<file path="src/rtl/integrate_dump_clip_pkg.sv">
// Shared helpers for the adder/clip and integrate-and-dump stages:
// width math, saturation limits and a generic two's-complement clip.
package integrate_dump_clip_pkg;

  localparam int unsigned DEFAULT_WIDTH    = 16;
  localparam int unsigned DEFAULT_MAX_LOG2 = 8;

  function automatic int unsigned clog2(input int unsigned v);
    int unsigned r;
    r = 0;
    for (int i = 0; i < 32; i++) begin
      if ((64'd1 << i) < 64'(v)) r = i + 1;
    end
    return r;
  endfunction

  function automatic logic signed [63:0] sat_max(input int unsigned w);
    return (64'sd1 <<< (w - 1)) - 64'sd1;
  endfunction

  function automatic logic signed [63:0] sat_min(input int unsigned w);
    return -(64'sd1 <<< (w - 1));
  endfunction

  localparam logic signed [63:0] SAT_MAX = sat_max(DEFAULT_WIDTH);
  localparam logic signed [63:0] SAT_MIN = sat_min(DEFAULT_WIDTH);

  function automatic logic signed [63:0] clip_to_width(input logic signed [63:0] v,
                                                       input int unsigned w);
    if (v > sat_max(w)) return sat_max(w);
    if (v < sat_min(w)) return sat_min(w);
    return v;
  endfunction

endpackage

</file>
<file path="src/rtl/integrate_dump_clip_round_shift_clip.sv">
// Combinational output stage: round-half-up, arithmetic shift by k, then
// saturate the frame sum down to a WIDTH-bit mean.
module round_shift_clip
  import integrate_dump_clip_pkg::*;
#(
  parameter int unsigned WIDTH    = DEFAULT_WIDTH,
  parameter int unsigned MAX_LOG2 = DEFAULT_MAX_LOG2
) (
  input  logic [WIDTH+MAX_LOG2-1:0]      dump_i,
  input  logic [clog2(MAX_LOG2+1)-1:0]   k_i,
  output logic [WIDTH-1:0]               out_o
);

  localparam int unsigned AW = WIDTH + MAX_LOG2;
  // One guard bit so the rounding add can never wrap.
  localparam int unsigned SW = AW + 1;

  logic signed [SW-1:0] dump_ext;
  logic signed [SW-1:0] rnd;
  logic signed [SW-1:0] sum;
  logic signed [SW-1:0] shifted;
  logic signed [63:0]   clipped;
  logic                 unused_clip_hi;

  always_comb begin
    dump_ext = {dump_i[AW-1], dump_i};
    rnd      = '0;
    if (k_i != '0) rnd = SW'(1) << (k_i - 1'b1);
    sum      = dump_ext + rnd;
    shifted  = sum >>> k_i;
    clipped  = clip_to_width(64'(shifted), WIDTH);
    out_o    = clipped[WIDTH-1:0];
  end

  assign unused_clip_hi = ^clipped[63:WIDTH];

endmodule

</file>
<file path="src/rtl/integrate_dump_clip.sv">
// Integrate-and-dump decimator: sums 2^k strobed samples, then emits their
// rounded, clipped mean as a single strobed word two edges later.
module integrate_dump_clip
  import integrate_dump_clip_pkg::*;
#(
  parameter int unsigned WIDTH    = DEFAULT_WIDTH,
  parameter int unsigned MAX_LOG2 = DEFAULT_MAX_LOG2
) (
  input  logic                         clk,
  input  logic                         rst,
  input  logic [clog2(MAX_LOG2+1)-1:0] log2_rate,
  input  logic [WIDTH-1:0]             in,
  input  logic                         strobe_in,
  output logic [WIDTH-1:0]             out,
  output logic                         strobe_out
);

  localparam int unsigned AW = WIDTH + MAX_LOG2;
  localparam int unsigned KW = clog2(MAX_LOG2 + 1);

  logic [AW-1:0]       acc_q, acc_d;
  logic [AW-1:0]       dump_q, dump_d;
  logic [MAX_LOG2-1:0] cnt_q, cnt_d;
  logic [KW-1:0]       k_lat_q, k_lat_d;
  logic [KW-1:0]       dump_k_q, dump_k_d;
  logic                dump_vld_q, dump_vld_d;
  logic                strobe_out_q, strobe_out_d;
  logic [WIDTH-1:0]    out_q, out_d;

  logic [KW-1:0]       k_new;
  logic [KW-1:0]       k_eff;
  logic                frame_last;
  logic [AW-1:0]       in_ext;
  logic [AW-1:0]       acc_sum;
  logic [WIDTH-1:0]    rsc_out;

  round_shift_clip #(
    .WIDTH    (WIDTH),
    .MAX_LOG2 (MAX_LOG2)
  ) u_round_shift_clip (
    .dump_i (dump_q),
    .k_i    (dump_k_q),
    .out_o  (rsc_out)
  );

  always_comb begin
    k_new      = (log2_rate > KW'(MAX_LOG2)) ? KW'(MAX_LOG2) : log2_rate;
    // The first sample of a frame already sees the newly latched rate.
    k_eff      = (cnt_q == '0) ? k_new : k_lat_q;
    frame_last = (32'(cnt_q) == ((32'd1 << k_eff) - 32'd1));
    in_ext     = {{MAX_LOG2{in[WIDTH-1]}}, in};
    acc_sum    = acc_q + in_ext;

    acc_d        = acc_q;
    cnt_d        = cnt_q;
    k_lat_d      = k_lat_q;
    dump_d       = dump_q;
    dump_k_d     = dump_k_q;
    dump_vld_d   = 1'b0;
    out_d        = out_q;
    strobe_out_d = dump_vld_q;

    if (strobe_in) begin
      if (cnt_q == '0) k_lat_d = k_new;
      if (frame_last) begin
        dump_d     = acc_sum;
        dump_k_d   = k_eff;
        dump_vld_d = 1'b1;
        acc_d      = '0;
        cnt_d      = '0;
      end else begin
        acc_d = acc_sum;
        cnt_d = cnt_q + 1'b1;
      end
    end

    if (dump_vld_q) out_d = rsc_out;
  end

  always_ff @(posedge clk) begin
    if (rst) begin
      acc_q        <= '0;
      cnt_q        <= '0;
      k_lat_q      <= '0;
      dump_q       <= '0;
      dump_k_q     <= '0;
      dump_vld_q   <= 1'b0;
      strobe_out_q <= 1'b0;
      out_q        <= '0;
    end else begin
      acc_q        <= acc_d;
      cnt_q        <= cnt_d;
      k_lat_q      <= k_lat_d;
      dump_q       <= dump_d;
      dump_k_q     <= dump_k_d;
      dump_vld_q   <= dump_vld_d;
      strobe_out_q <= strobe_out_d;
      out_q        <= out_d;
    end
  end

  assign out        = out_q;
  assign strobe_out = strobe_out_q;

endmodule

</file>
<file path="config.mk">
export PLATFORM = sky130hd
export DESIGN_NAME = integrate_dump_clip
export DESIGN_NICKNAME = d
export VERILOG_FILES = /design/src/rtl/integrate_dump_clip_pkg.sv /design/src/rtl/integrate_dump_clip_round_shift_clip.sv /design/src/rtl/integrate_dump_clip.sv
export SDC_FILE = /design/constraint.sdc
export NUM_CORES = 1
export LEC_CHECK = 0
export ABC_AREA = 1
export CORE_UTILIZATION = 50
export DETAILED_ROUTE_END_ITERATION = 12
export GPL_TIMING_DRIVEN = 0
export PLACE_DENSITY = 0.71
export SYNTH_ARGS = -nofsm -noshare
export SYNTH_HDL_FRONTEND = slang
export SYNTH_HIERARCHICAL = 1
export SYNTH_SLANG_ARGS = --single-unit
</file>
<file path="constraint.sdc">
create_clock -name clk -period 3.8 [get_ports clk]
set_clock_uncertainty 0.05 [all_clocks]
set_input_delay 0.38 -clock clk [delete_from_list [all_inputs] [get_ports clk]]
set_output_delay 0.38 -clock clk [all_outputs]
set_load 0.03 [all_outputs]
</file>
==> impl_metrics.env <==
export IMPL_worst_slew_pin_slew_ps=692
export IMPL_wire_per_inst_um=13.7
export IMPL_routabilityCongestion=0.967
export IMPL_hold_class="input port to register"
export IMPL_clock_path_buffers=2
export IMPL_synth_fp_nets=1389
export IMPL_fmax_mhz=271
export IMPL_synth_top_area_share_pct=21.4
export IMPL_ys_ff_latch=82
export IMPL_path_clk_slew_ps=60
export IMPL_setup_viol_count_final=0
export IMPL_path_buf_inv=7
export IMPL_fin_tns_setup_ps=0
export IMPL_antenna_found_initial=0
export IMPL_ys_flop_type="dfxtp_1"
export IMPL_dpl_cell_area_mm2=0.00827
export IMPL_drive_gt1_share_pct=14.7
export IMPL_run_status="finished, final reports clean"
export IMPL_synth_area_top_cells="dfxtp_1 (21%), nand2_1 (20%), nand3_1 (8.4%)"
export IMPL_htree_levels=3
export IMPL_synth_seq_area_share_pct=21.4
export IMPL_min_period_ps=3690
export IMPL_yosysUniqueCellTypes=46
export IMPL_drt_iter0_drc=556
export IMPL_crit_path_end_kind="register"
export IMPL_syn_area_per_cell_um2=5.80
export IMPL_path_delay_family="simple AND/OR/NAND/NOR gates"
export IMPL_row_count=44
export IMPL_power_leakage_nw=4.73
export IMPL_cpPeakStageDelay_ps=410
export IMPL_grt_pass1_vias=7492
export IMPL_grt_overflow=0
export IMPL_port_buffers=38
export IMPL_cts_root_buf="clkbuf_16"
export IMPL_fin_crit_sh_pct=97.1
export IMPL_die_h_um=126
export IMPL_io_pins=40
export IMPL_ys_warn_count=6
export IMPL_nets=1456
export IMPL_crit_fanout=10
export IMPL_vias_per_cell=5.37
export IMPL_required_ps=3990
export IMPL_drcViolationCount=0
export IMPL_worst_setup_path_type="register to register"
export IMPL_holdBufCountCts=0
export IMPL_grt_use_total_pct=26.5
export IMPL_coreArea_mm2=0.0148
export IMPL_fp_dieW_um=126
export IMPL_finalHoldViolations=0
export IMPL_hpwlAfterDp_mm=16.3
export IMPL_peakVddDrop_mv=0.298
export IMPL_syn_instance_count=1321
export IMPL_grt_max_degree=14
export IMPL_dieArea_mm2=0.0158
export IMPL_synth_top_area_cell="dfxtp_1"
export IMPL_cts_sinks=82
export IMPL_grt_first_pass_wirelength_mm=34.4
export IMPL_initial_core_util_pct=51.9
export IMPL_p_per_area_mw_per_mm2=272
export IMPL_netlist_area_mm2=0.00766
export IMPL_startpoint_type="register"
export IMPL_final_area_mm2=0.00925
export IMPL_drt_total_wl_mm=21.6
export IMPL_fillers=1455
export IMPL_cap_violations=0
export IMPL_ys_async_sr_fraction_pct=0
export IMPL_clkLatencyLatePin_ps=350
export IMPL_critical_path_slowest_cell="fa_2"
export IMPL_final_antenna_net_count=0
export IMPL_syn_to_final_growth_pct=20.8
export IMPL_cts_made_buffers=9
export IMPL_synth_edf_count=0
export IMPL_via_count=8476
export IMPL_relSlewSlack_pct=53.4
export IMPL_cts_tree="yes"
export IMPL_worstPathArrival_ps=3880
export IMPL_path_common_cell="nand2_1"
export IMPL_drv_slew=0
export IMPL_n_antenna_cell=0
export IMPL_dr_pass1_iters=5
## Yosys cell counts (all sizes together) (3+ instances only)
cell,n
a21o,6
a21oi,69
a31oi,4
buf,17
clkbuf,24
clkinv,4
dfxtp,82
ha,43
inv,170
mux2i,5
nand2,420
nand3,133
nand3b,5
nand4,11
nor2,179
nor3,8
nor4,6
o211ai,5
o21a,3
o21ai,72
o21bai,5
o22ai,4
xnor2,18
xor2,19
## kinds of logic (layout without fill, tap and decap cells)
kind of cell,after synthesis,in the layout,share of synthesized area [%]
other,1,1,0.0490
AO/OA/AOI/OAI,171,171,12.3
adder cells (fa/ha/maj),45,45,7.55
multiplexers,5,5,0.653
buffers and inverters,215,287,11.1
flip-flops,82,82,21.4
XOR/XNOR,37,37,4.23
AND/OR/NAND/NOR,765,765,42.6
## per-layer routing
metal  track usage (%)  wire length (um)
met1              34.6              9820
met2              44.1              9990
met3              4.04              1150
met4              10.3               606
met5                 0                 0
## metrics by stage
stage / power, W / hold WS [ps] / std cells / util (%) / setup WS (ps)
2_1_floorplan: 0.00147 / 399 / 1321 / - / 139
3_3_place_gp: 0.00163 / 406 / 1543 / 56.1 / -525
3_5_place_dp: 0.00163 / 413 / 1543 / 56.1 / -543
4_1_cts: 0.00252 / 422 / 1562 / 58.7 / 6.18
5_1_grt: 0.00266 / 435 / 1577 / 62.7 / -121
6_report: 0.00252 / 413 / 1577 / 62.7 / 111
## power breakdown
| group | internal, W | switching (W) | total, W | leakage, nW |
|---|---|---|---|---|
| Combinational | 0.000259 | 0.000446 | 0.000705 | 3.91 |
| Clock | 0.000528 | 0.000358 | 0.000886 | 0.143 |
| Sequential | 0.000902 | 0.0000252 | 0.000927 | 0.669 |
| Total | 0.00169 | 0.000830 | 0.00252 | 4.73 |
## sequential cells by signal, summed over array words and instances, names as in the netlist
name,cells
dump_q,24
cnt_q,8
dump_k_q,4
k_lat_q,4
out,16
acc_q,24
dump_vld_q,1
strobe_out,1
## worst reg2reg max path, delay by kind of cell, from the launching register on
family                     cells  cell delay (ps)
buffers and inverters          7              790
and+or+nand+nor               21             1970
adders and majority gates      1              410
DFF                            1              390
## path summary, 6_finish.rpt
kind               startpoint          to  slack, ps  depth (start not counted)
setup / recovery  dump_k_q[1]     out[10]        110                         29
hold / removal            rst  dump_vld_q        410                          2
setup reg to reg  dump_k_q[1]     out[10]        110                         29
hold reg to reg     acc_q[14]   acc_q[14]        420                          2
## placed cells by master (no fill, tap or decap), drive strengths merged
cell type,instances
a22oi,1
ha,43
and2,1
o21bai,5
conb,1
a31oi,4
buf,39
mux2i,5
xnor2,18
o21a,3
clkdlybuf4s50,38
bufinv,2
a21o,6
o221ai,1
dfxtp,82
inv,170
nand3b,5
fa,2
nor4,6
o22ai,4
clkinv,5
clkinvlp,1
nand4,11
or2,2
xor2,19
a21boi,1
nand2,420
clkbuf,32
nand3,133
nor3,8
a21oi,69
o21ai,72
nor2,179
o211ai,5
## what timing repair did
action / 4_1_cts / 5_1_grt
gates cloned: 0 / 1
setup buffers: 3 / 14
pin swaps: 3 / 20
endpoints found under the setup margin: 15 / 69
gates resized for setup: 32 / 136
## final cells by class
class / instances / area, um^2 / share of cell area, %
plain buffers: 41 / 278 / 3.00
clock buffers: 12 / 246 / 2.66
flip-flops and latches: 82 / 1650 / 17.9
well taps: 184 / 230 / 2.49
multi-input cells: 1024 / 5590 / 60.4
inverters: 174 / 677 / 7.32
repair buffers: 56 / 523 / 5.65
clock inverters: 4 / 51.3 / 0.554
(Power assumes the default switching activity.)
